==> config.mk <==
export PLATFORM = sky130hd
export DESIGN_NAME = cpu_mem_loader
export DESIGN_NICKNAME = d
export VERILOG_FILES = /design/src/rtl/cpu_mem_loader.sv
export SDC_FILE = /design/constraint.sdc
export NUM_CORES = 1
export LEC_CHECK = 0
export BUFFER_PORTS_ARGS = -buffer_cell sky130_fd_sc_hd__buf_2
export CORE_ASPECT_RATIO = 0.6
export CORE_MARGIN = 5
export CORE_UTILIZATION = 47
export DETAILED_ROUTE_END_ITERATION = 8
export PLACE_DENSITY = 0.75
export SETUP_SLACK_MARGIN = 0.05
export SKIP_LAST_GASP = 1
export SYNTH_ARGS = -nofsm -noshare
export SYNTH_HDL_FRONTEND = slang
export SYNTH_SLANG_ARGS = --single-unit
export TNS_END_PERCENT = 50
==> constraint.sdc <==
create_clock -name clk -period 8.6 [get_ports clk]
set_input_delay 0 -clock clk [delete_from_list [all_inputs] [get_ports clk]]
set_output_delay 0 -clock clk [all_outputs]
set_load 0.03 [all_outputs]
==> src/rtl/cpu_mem_loader.sv <==
// cpu_mem_loader: streams instruction words then packed 64-bit data words into
// the CPU external memory ports, then enables the CPU until stopped.
module cpu_mem_loader #(
  parameter logic [63:0] IMEM_BASE = 64'h0,
  parameter logic [63:0] DMEM_BASE = 64'h0,
  parameter int          CNT_W     = 16
) (
  input  logic             clk,
  input  logic             arst_n,
  input  logic             start,
  input  logic             stop,
  input  logic [CNT_W-1:0] imem_count,
  input  logic [CNT_W-1:0] dmem_count,
  input  logic             in_valid,
  input  logic [31:0]      in_data,
  output logic             in_ready,
  output logic [63:0]      addr_ext,
  output logic             wen_ext,
  output logic             ren_ext,
  output logic [31:0]      wdata_ext,
  output logic [63:0]      addr_ext_2,
  output logic             wen_ext_2,
  output logic             ren_ext_2,
  output logic [63:0]      wdata_ext_2,
  output logic             cpu_enable,
  output logic             busy,
  output logic             done
);
  typedef enum logic [2:0] {IDLE, LOAD_I, LOAD_D_LO, LOAD_D_HI, RUN} state_t;
  state_t state, state_nx;
  logic [CNT_W-1:0] icnt, dcnt, i_idx, d_idx;
  logic [31:0] lo;
  logic hs, en_nx;
  assign in_ready  = state == LOAD_I || state == LOAD_D_LO || state == LOAD_D_HI;
  assign hs        = in_valid && in_ready;
  assign ren_ext   = 1'b0;
  assign ren_ext_2 = 1'b0;
  // Enable lags the final write strobe by a cycle so it never overlaps a write.
  assign en_nx = (state == RUN && !stop) ||
                 (state == IDLE && start && ~|imem_count && ~|dmem_count);
  always_ff @(posedge clk or negedge arst_n)
    if (!arst_n) state <= IDLE;
    else state <= state_nx;
  always_comb begin
    state_nx = state;
    case (state)
      IDLE:      if (start) state_nx = |imem_count ? LOAD_I : |dmem_count ? LOAD_D_LO : RUN;
      LOAD_I:    if (hs && i_idx == icnt - CNT_W'(1)) state_nx = |dcnt ? LOAD_D_LO : RUN;
      LOAD_D_LO: if (hs) state_nx = LOAD_D_HI;
      LOAD_D_HI: if (hs) state_nx = d_idx == dcnt - CNT_W'(1) ? RUN : LOAD_D_LO;
      RUN:       if (stop) state_nx = IDLE;
      default:   state_nx = IDLE;
    endcase
  end
  always_ff @(posedge clk or negedge arst_n)
    if (!arst_n) begin
      icnt        <= '0;
      dcnt        <= '0;
      i_idx       <= '0;
      d_idx       <= '0;
      lo          <= '0;
      addr_ext    <= '0;
      wen_ext     <= 1'b0;
      wdata_ext   <= '0;
      addr_ext_2  <= '0;
      wen_ext_2   <= 1'b0;
      wdata_ext_2 <= '0;
      cpu_enable  <= 1'b0;
      busy        <= 1'b0;
      done        <= 1'b0;
    end else begin
      wen_ext    <= state == LOAD_I && hs;
      wen_ext_2  <= state == LOAD_D_HI && hs;
      cpu_enable <= en_nx;
      done       <= en_nx && !cpu_enable;
      busy       <= state_nx != IDLE;
      if (state == IDLE && start) begin
        icnt  <= imem_count;
        dcnt  <= dmem_count;
        i_idx <= '0;
        d_idx <= '0;
      end
      if (state == LOAD_I && hs) begin
        addr_ext  <= IMEM_BASE + (64'(i_idx) << 2);
        wdata_ext <= in_data;
        i_idx     <= i_idx + CNT_W'(1);
      end
      if (state == LOAD_D_LO && hs) lo <= in_data;
      if (state == LOAD_D_HI && hs) begin
        addr_ext_2  <= DMEM_BASE + (64'(d_idx) << 3);
        wdata_ext_2 <= {in_data, lo};
        d_idx       <= d_idx + CNT_W'(1);
      end
    end
endmodule

==> summary.md, run 1 <==
| Metric | Value |
|---|---|
| CP Capture Type | flop |
| Post-detailed-routing wire length | 29.51 mm |
| Worst reg2reg path depth | 12 |
| Final Hold Fails | 0 |
| Max Cap Viol | 0 |
| Tmin final | 4.118 ns |
| Seq. cell area | about 5800 sq um |
| 1st-pass router iterations | 6 |
| Synth Area per Inst | 9.005 sq um |
| Initial Util | 47.72% |
| TritonCTS clock tree | built |
| Synth area leader | dfrtp_1 |
| Register area share after synthesis | a little over half |
| Clock latency at the later pin of the worst-skew pair | 0.50 ns |
| Synth warnings | 0 |
| Pwr Density | 269.3 nW/um^2 |
| Max_slew headroom | 28.80% |
| Post-DP HPWL | between 15 and 20 mm |
| CTS Buffer Depth | 3 |
| Flop2flop setup slack | 4.48 ns |
| Setup TNS | 0 ns |
| Worst min path class | in -> async |
| Die height | 128.6 microns |
| Overflow after GRT | 0 |
| Num rows | 43 |
| Initial antenna violation count | 0 |
| Routed len/inst | 16.42 microns |
| Cts repair resizes | 0 |
| Worst Setup Path Type | reg -> reg |
| Synth async-reset ratio | 100.0% |
| Synth Register Bits | 232 |
| Multi-input gate area | 4599 sq um |
| Clock sinks | 232 |
| Least-Margin Pin Slew | 1.068 ns |
| FF-to-FF End | state[0] |
| EDFF count, synth | 0 |
| Mapped Cells | 1223 |
| Core Util, Final | 58.12% |
| Vias | 9063 |
| Final setup violation count | 0 |
| Peak VDD IR | 0.1900 mV |
| Critical Path RT | 8.99 ns |
| Fmax | between 200 and 250 MHz |
| Slew Limit Fails | 0 |
| Post-CTS setup buffers | 0 |
| CP Launch Type | flop |
| Final setup margin | 4.482 ns |
| Ys flop type | dfrtp_1 |
| Share of layout cells above drive strength 1 | 19.78% |
| Yosys cell types | 54 |
| Count leader, synth | nand2_1 |
| Hold_buf cts | 69 |
| FILL cells | approximately 2000 |
| Root Buffer | clkbuf_16 |
| Status | complete, no violations |
| CTS Buf Count | 22 |
| Final period utilization | 47.89% |
| I/O pin count | roughly 300 |
| Area delta synth->final | 21.80% |
| Final nets | 1540 |
| RD Place Congestion | 0.8566 |
| Chip width | slightly above 200 microns |
| Die footprint | 26690 sq um |
| First-pass GRT wire length | 47.80 mm |
| Port-buffer cells | ~200 |
| Remaining DRCs | 0 |
| Vias in the first global route | 8885 |
| Core area | 23080 sq um |
| R2R Path Start | state[0] |
| P_leak | just over 7 nW |
| Synth area leaders | dfrtp_1, nand2_1, buf_4 |
| Routed Antenna Nets | 0 |
| Mapped Area | 11010 sq um |
| Synth top area share | 52.72% |
| Largest net degree at the start of global routing | 100 |
| Total track usage | 21.49% |
| Initial DRC Count | 571 |
| Most frequent cells after synthesis | nand2_1, dfrtp_1, buf_4, clkbuf_1, o21ai_0 |
| DR vias/cell | 5.043 |
| Worst-path fanout max | 59 |
| Critical path origin | state[0] |
| Htree depth | 1 |
| Critical Path AT | 4.51 ns |
| Final Skew | ~0.012 ns |
| Unrepaired setup endpoints after global routing | no |
| Pre-CTS setup slack | roughly 4.9 ns |
| Worst-path clk slew | 0.07 ns |
-- critical path: stages, from the launching register on --
cell	delay (ns)
dfrtp_1	0.48
nor2b_1	0.36
nand3b_1	0.11
buf_4	0.33
inv_2	0.10
buf_4	0.56
nand4_1	0.18
nor4b_1	0.44
nand4_1	0.15
or4_4	0.46
a31oi_1	0.18
dlygate4sd3_1	0.57
nor2_1	0.04
-- flip-flops by register name (all words and copies together) (netlist names), 3 cells and up --
| name | flops |
|---|---|
| addr_ext | 16 |
| addr_ext_2 | 16 |
| d_idx | 16 |
| dcnt | 16 |
| i_idx | 16 |
| icnt | 16 |
| lo | 32 |
| state | 3 |
| wdata_ext | 32 |
| wdata_ext_2 | 64 |
-- stage by stage --
step | hold slack [ns] | cell area [sq um] | total power [mW] | instances
after floorplan | -0.2956 | 11380 | 2.220 | 1320
after global placement | 0.09087 | 11930 | 2.510 | 1689
after detailed placement | 0.1004 | 11930 | 2.537 | 1689
after CTS | 0.1254 | 13410 | 3.644 | 1796
after global routing | 0.1597 | 13410 | 3.808 | 1796
final | 0.1437 | 13410 | 3.612 | 1797
-- where the power goes --
group	internal (mW)	leakage [nW]	switching (mW)
Sequential	1.33	2.99	0.160
Clock	0.650	0.395	0.417
Combinational	0.307	3.70	0.745
Total	2.29	7.09	1.32
-- cell type report --
type,count,area share [%]
inverters,10,0.2798
diodes,1,0.01865
clock buffers,30,4.860
repair buffers,280,13.26
flip-flops and latches,232,43.28
multi-input cells,921,34.29
clock inverters,8,1.073
well taps,315,2.938
-- layout by cell type (no fill, tap or decap), types with 3 or more instances in the layout --
cell / n
nor2b_1: 7
bufinv_16: 4
a21oi_1: 4
clkbuf_8: 5
o31ai_1: 4
clkinv_2: 3
nor3_1: 13
and3_1: 11
inv_1: 8
xor2_1: 10
nand4_1: 15
mux2i_1: 13
dlygate4sd3_1: 69
nor4_1: 21
buf_2: 201
mux2_2: 33
a2111oi_0: 3
nand3_1: 31
xnor2_1: 24
a31oi_1: 6
conb_1: 98
buf_4: 9
nand3b_1: 6
nor3b_1: 5
o211ai_1: 4
nand2_1: 504
or4_1: 6
nor2_1: 24
o21ai_0: 35
clkbuf_16: 23
dfrtp_1: 232
ha_1: 4
nand2b_1: 3
or3_1: 7
-- routing by layer --
| layer | GRT usage [%] | vias up | share of wire (%) |
|---|---|---|---|
| li1 | - | 4299 | - |
| met1 | 30.72 | 4421 | 46 |
| met2 | 33.74 | 299 | 46 |
| met3 | 5.068 | 44 | 6.8 |
| met4 | 5.210 | 0 | 2.0 |
| met5 | 0 | - | 0 |
-- logic make-up after synthesis --
| kind of cell | Yosys count | synth area share (%) |
|---|---|---|
| other cells | 1 | 0.03405 |
| flops | 232 | 52.72 |
| fa+ha+maj | 4 | 0.4545 |
| buf+inv | 167 | 9.043 |
| simple gates | 665 | 25.70 |
| compound gates | 72 | 4.352 |
| mux | 46 | 4.556 |
| xor+xnor | 36 | 3.147 |
-- worst max path at each step --
| stage | endpoint | slack (ns) | depth (start not counted) |
|---|---|---|---|
| final | state[0] | 4.48 | 12 |
| after global routing | state[0] | 4.29 | 12 |
| after CTS | state[0] | 4.55 | 12 |
| after detailed placement | d_idx[13] | 4.85 | 9 |
| after global placement | d_idx[13] | 4.97 | 9 |
| after floorplan | state[0] | 5.74 | 10 |
No activity file was read; power rests on OpenSTA's default activity.
==> run 2: changes to the inputs <==
==> constraint.sdc (replaced) <==
create_clock -name clk -period 4.3 [get_ports clk]
set_input_delay 0 -clock clk [delete_from_list [all_inputs] [get_ports clk]]
set_output_delay 0 -clock clk [all_outputs]
set_load 0.03 [all_outputs]
==> summary.md, run 2 (same netlist as run 1, synthesis figures left out) <==
| Metric | Value |
|---|---|
| Most frequent CP cell | or4_4 |
| Root Buffer | clkbuf_16 |
| Die footprint | 26690 sq um (unchanged) |
| Max_slew headroom | 36.31% (+7.5 points) |
| Least-Margin Pin Slew | 0.9554 ns (-0.1126 ns) |
| Overflow after GRT | 0 (unchanged) |
| Crit-path max cell delay | 0.59 ns (+0.02 ns) |
| Worst min path class | in -> async |
| Final setup violation count | 0 (unchanged) |
| Post-detailed-routing wire length | 29.33 mm (-0.59%) |
| Routed len/inst | 16.29 microns (-0.81%) |
| CP Capture Type | flop |
| CP max-delay cell | or4_4 |
| Vias in the first global route | 8868 (-0.19%) |
| Area delta synth->final | 22.31% |
| Pre-CTS setup slack | 1.243 ns (-3.609 ns) |
| Worst Setup Path Type | reg -> reg |
| Slew Limit Fails | 0 (unchanged) |
| P_leak | 7.114 nW (+0.37%) |
| I/O pin count | 301 (unchanged) |
| Setup TNS | 0 ns (unchanged) |
| Crit path buffers/inverters | 1 (-3) |
| Core area | 23080 sq um (unchanged) |
| Routed Antenna Nets | 0 (unchanged) |
| Fmax | 322.2 MHz (+33%) |
| Die height | 128.6 microns (unchanged) |
| CTS Buf Count | 23 (+4.5%) |
| Final setup margin | 1.197 ns (-3.285 ns) |
| Most frequent cells in the layout | nand2_1, dfrtp_1, buf_2 |
| Final Skew | 0.01271 ns (+0.001172 ns) |
| Most common cell after layout, fill and taps aside | nand2_1 |
| Unrepaired setup endpoints after global routing | no |
| Htree depth | 1 (unchanged) |
| Share of layout cells above drive strength 1 | 19.93% (+0.15 points) |
| RD Place Congestion | 0.8867 (+3.5%) |
| CP Launch Type | flop |
| Tmin final | 3.103 ns (-1.015 ns) |
| Critical Path AT | 3.48 ns (-1.03 ns) |
| Vias | 9042 (-0.23%) |
| Clock latency at the later pin of the worst-skew pair | 0.50 ns (about the same) |
| 1st-pass router iterations | 5 (-1) |
| Final period utilization | 72.17% (+24 points) |
| Post-CTS setup buffers | 0 (unchanged) |
| Clock sinks | 232 (unchanged) |
| Critical Path RT | 4.68 ns (-4.31 ns) |
| Max reg flops | 64 (unchanged) |
| Largest regs | wdata_ext_2 x64, lo x32, wdata_ext x32 |
| Max Cap Viol | 0 (unchanged) |
| Worst-path fanout max | 6 (-90%) |
| Initial Util | 47.72% (unchanged) |
| Largest net degree at the start of global routing | 119 (+19%) |
| Hold_buf cts | 69 (unchanged) |
| First-pass GRT wire length | 47.32 mm (-1.0%) |
| Peak VDD IR | 0.4038 mV (+110%) |
| Biggest register | wdata_ext_2 |
| Crit-path cells | inv_1 -> ha_1 -> or3b_1 -> or4_4 -> a2111oi_4 -> a311oi_1 -> or4_4 -> a31oi_1 -> nor2_1 |
| Initial DRC Count | 617 (+8.1%) |
| Total power | 7.297 mW (+100%) |
| Final nets | 1542 (+0.13%) |
| TritonCTS clock tree | built |
| Post-DP HPWL | 19.28 mm (+0.92%) |
| Chip width | 207.6 microns (unchanged) |
| Status | complete, no violations |
| Cts repair resizes | 0 (unchanged) |
| Num rows | 43 (unchanged) |
| Worst-path clk slew | 0.07 ns (about the same) |
| Initial antenna violation count | 0 (unchanged) |
| Total track usage | 21.27% (-0.22 points) |
| DR vias/cell | 5.021 (-0.45%) |
| CP delay by family, top | simple AND/OR/NAND/NOR gates |
| Remaining DRCs | 0 (unchanged) |
| CTS Buffer Depth | 3 (unchanged) |
| Pwr Density | 541.7 nW/um^2 (+100%) |
| Final Hold Fails | 0 (unchanged) |
| Port-buffer cells | 202 (unchanged) |
==> run 2: cell count changes in the layout (fill, tap and decap cells not counted), sizes merged <==
cell | previous run | this run
clkinv | 3 | 5
buf | 211 | 212
bufinv | 4 | 5
==> run 2: area by class of cell <==
class,count,area (sq um)
fill,1993,9610
clock buffer,30,641.9
sequential,232,5806
tap,315,394.1
antenna,1,2.502
multi-input combinational,921,4599
timing repair buffer,281,1799
clock inverter,11,190.2
inverter,10,37.54
==> run 2: path summary, 6_finish.rpt <==
| check | start | endpoint | slack (ns) | cells past startpoint |
|---|---|---|---|---|
| hold / removal | arst_n | dcnt[13] | 0.14 | 2 |
| setup reg to reg | icnt[0] | state[0] | 1.20 | 9 |
| max in group asynchronous | arst_n | addr_ext[8] | 2.92 | 3 |
| min in group clk | imem_count[11] | icnt[11] | 0.25 | 4 |
| hold reg to reg | cpu_enable | done | 0.44 | 1 |
| setup / recovery | icnt[0] | state[0] | 1.20 | 9 |
==> run 2: metal layers <==
metal / vias up / wire length (microns) / track usage [%]
met5: - / 0 / 0
met4: 0 / 539 / 4.477
met3: 40 / 2201 / 5.361
met2: 345 / 13510 / 33.58
met1: 4367 / 13080 / 30.33
li1: 4290 / - / -
==> run 2: through the flow <==
step	instance area (sq um)	std cells	utilization [%]	hold slack, ns
floorplan	11380	1320	-	-0.2956
CTS	13470	1800	58.35	0.1959
detailed placement	11950	1690	51.75	0.1312
global route	13470	1800	58.35	0.2186
global placement	11950	1690	51.75	0.1272
finish	13470	1801	58.36	0.1423
==> run 2: report_power, final <==
part | total, mW | switching, mW | internal, mW
Clock | 2.22 | 0.860 | 1.36
Sequential | 2.98 | 0.317 | 2.67
Combinational | 2.10 | 1.49 | 0.612
Total | 7.30 | 2.66 | 4.63
==> run 3: changes to the inputs <==
--- a/config.mk
+++ b/config.mk
@@ -5,6 +5,7 @@
 export SDC_FILE = /design/constraint.sdc
 export NUM_CORES = 1
 export LEC_CHECK = 0
+export ABC_AREA = 1
 export BUFFER_PORTS_ARGS = -buffer_cell sky130_fd_sc_hd__buf_2
 export CORE_ASPECT_RATIO = 0.6
 export CORE_MARGIN = 5
==> constraint.sdc (replaced) <==
create_clock -name clk -period 3.2 [get_ports clk]
set_input_delay 0 -clock clk [delete_from_list [all_inputs] [get_ports clk]]
set_output_delay 0 -clock clk [all_outputs]
set_load 0.03 [all_outputs]
==> summary.md, run 3 <==
| Metric | Value |
|---|---|
| Max reg flops | 64 (unchanged) |
| Synth Register Bits | 232 (unchanged) |
| Synth area leader | dfrtp_1 |
| Largest regs | wdata_ext_2 x64, lo x32, wdata_ext x32 |
| Least-Margin Pin Slew | 1.073 ns (+0.1179 ns) |
| Synth top area share | 52.16% (-0.55 points) |
| Seq. cell area | 5806 sq um (unchanged) |
| Clock latency at the later pin of the worst-skew pair | 0.50 ns (about the same) |
| Mapped Cells | 1354 (+11%) |
| Critical Path AT | 2.70 ns (-0.78 ns) |
| Worst min path class | in -> async |
| FILL cells | 2023 (+1.5%) |
| Die footprint | 26960 sq um (+0.99%) |
| Count leader, synth | nand2_1 |
| Multiplexer share of the synthesized area | 0.8994% (-3.7 points) |
| Worst-path clk slew | 0.07 ns (about the same) |
| Most frequent cells after synthesis | nand2_1, dfrtp_1, o21ai_0, inv_1, buf_4 |
| Routed Antenna Nets | 0 (unchanged) |
| EDFF count, synth | 0 (unchanged) |
| Synth area leaders | dfrtp_1, nand2_1, o21ai_0 |
| Core area | 23190 sq um (+0.47%) |
| Initial antenna violation count | 0 (unchanged) |
| Clock sinks | 232 (unchanged) |
| TritonCTS clock tree | built |
| Initial Util | 48.00% (+0.28 points) |
| Biggest register | wdata_ext_2 |
| CTS Buf Count | 23 (unchanged) |
| CP Capture Type | flop |
| Tmin final | 2.342 ns (-0.7618 ns) |
| Root Buffer | clkbuf_16 |
| Max Cap Viol | 0 (unchanged) |
| Remaining DRCs | 0 (unchanged) |
| Synth warnings | 0 (unchanged) |
| CP Launch Type | flop |
| Share of layout cells above drive strength 1 | 17.80% (-2.1 points) |
| Final setup margin | 0.8585 ns (-0.3382 ns) |
| Yosys cell types | 41 (-24%) |
| RD Place Congestion | 0.9367 (+5.6%) |
| Port-buffer cells | 202 (unchanged) |
| DR vias/cell | 4.848 (-3.4%) |
| Status | complete, no violations |
| Fmax | 427.1 MHz (+33%) |
| Chip width | 208.7 microns (+0.50%) |
| Post-DP HPWL | 20.74 mm (+7.5%) |
| Final Hold Fails | 0 (unchanged) |
| Cts repair resizes | 0 (unchanged) |
| Most common cell after layout, fill and taps aside | nand2_1 |
| Final setup violation count | 0 (unchanged) |
| Placed Area | 12100 sq um (+1.3%) |
| Initial DRC Count | 635 (+2.9%) |
| Final nets | 1686 (+9.3%) |
| P_leak | 7.266 nW (+2.1%) |
| Htree depth | 1 (unchanged) |
| Largest net degree at the start of global routing | 97 (-18%) |
| Num rows | 43 (unchanged) |
| Post-detailed-routing wire length | 29.30 mm (-0.10%) |
| Synth async-reset ratio | 100.0% (unchanged) |
| Hold WS | 0.1035 ns (-0.03879 ns) |
| Routed len/inst | 15.07 microns (-7.5%) |
| Area delta synth->final | 21.80% |
| Flop2flop setup slack | 0.86 ns (-0.34 ns) |
| Slew Limit Fails | 0 (unchanged) |
| Setup TNS | 0 ns (unchanged) |
| Total track usage | 21.29% (about the same) |
| Final Skew | 0.01376 ns (+0.001048 ns) |
| Register area share after synthesis | 52.16% (-0.55 points) |
| Ys flop type | dfrtp_1 |
| Multi-input gate area | 4238 sq um (-7.9%) |
| 1st-pass router iterations | 5 (unchanged) |
| Vias in the first global route | 9168 (+3.4%) |
| Max_slew headroom | 28.19% (-8.1 points) |
| Worst-path fanout max | 5 (-1) |
| Simple-gate area share of the yosys netlist | 22.12% (-3.6 points) |
| First-pass GRT wire length | 47.61 mm (+0.61%) |
| Die height | 129.2 microns (+0.49%) |
| Vias | 9430 (+4.3%) |
| Critical Path RT | 3.56 ns (-1.12 ns) |
| I/O pin count | 301 (unchanged) |
| Unrepaired setup endpoints after global routing | no |
| Pwr Density | 787.7 nW/um^2 (+45%) |
| Mapped Area | 11130 sq um (+1.1%) |
| Overflow after GRT | 0 (unchanged) |
| Final period utilization | 73.17% (+1.0 points) |
| Synth Area per Inst | 8.220 sq um (-8.7%) |
| Compound-Gate Fraction of Synth Area | 9.668% (+5.3 points) |
| Worst Setup Path Type | reg -> reg |
| Cell area after layout | 13560 sq um (+0.63%) |
| XOR/XNOR share of the synthesized area | 1.495% (-1.7 points) |
| Peak VDD IR | 0.4409 mV (+9.2%) |
| Combinational family with the most area after synthesis | simple AND/OR/NAND/NOR gates |
| Core Util, Final | 58.46% (+0.096 points) |
| Pre-CTS setup slack | 0.9370 ns (-0.3058 ns) |
| CTS Buffer Depth | 3 (unchanged) |
| Adder-Cell Fraction of Synth Area | 0.4497% (-0.0048 points) |
| Most frequent cells in the layout | nand2_1, dfrtp_1, buf_2 |
[run 3: worst paths after layout]
kind,cells past startpoint,startpoint,end
max,11,icnt[0],busy
max in group asynchronous,3,arst_n,icnt[14]
min,2,arst_n,dcnt[5]
min in group clk,3,imem_count[7],icnt[7]
min reg2reg,1,cpu_enable,done
max reg2reg,11,icnt[0],busy
[run 3: metrics by stage]
stage | total power [mW] | std cells
floorplan | 6.861 | 1451
global placement | 7.781 | 1835
detailed placement | 7.884 | 1835
CTS | 10.73 | 1944
global route | 11.40 | 1944
finish | 10.68 | 1945
[run 3: logic make-up (layout without fill, tap and decap cells)]
group,after synthesis,after routing
adders and majority gates,4,4
and+or+nand+nor,591,591
buffers and inverters,291,469
AOI/OAI and AO/OA,207,207
DFF,232,232
xor gates and xnor gates,19,19
other,1,99
muxes,9,9
[run 3: timing repair]
item	in CTS	in global routing
hold buffers	68	0
hold endpoints to repair	226	0
setup endpoints to repair	0	0
setup buffers	0	0
[run 3: cell type report]
cell class | instances | share of cell area (%)
Sequential cell | 232 | 42.83
Antenna cell | 1 | 0.01846
Clock inverter | 6 | 0.6646
Clock buffer | 35 | 5.021
Inverter | 148 | 4.098
Tap cell | 315 | 2.908
Timing Repair Buffer | 280 | 13.20
Multi-Input combinational cell | 928 | 31.26
[run 3: per-layer routing]
layer | share of wire [%] | up-vias | track usage [%] | wire length [microns]
li1 | - | 4592 | - | -
met1 | 47 | 4507 | 31.41 | 13740
met2 | 45 | 288 | 33.54 | 13190
met3 | 6.0 | 43 | 3.557 | 1757
met4 | 2.1 | 0 | 4.908 | 614
met5 | 0 | - | 0 | 0
[run 3: critical path, stage by stage (launching register included)]
cell     delay, ns
dfrtp_1       0.38
inv_1         0.17
ha_1          0.22
nand3_1       0.21
nor2_2        0.24
nand2_1       0.07
nand2_1       0.07
nand3_1       0.07
nor3_1        0.35
nand3_1       0.13
a21oi_1       0.19
nand3_1       0.11
[run 3: where the power goes]
part           switching, mW  internal [mW]  total, mW
Sequential             0.591           3.63       4.22
Combinational           2.58           1.12       3.70
Clock                   1.12           1.63       2.75
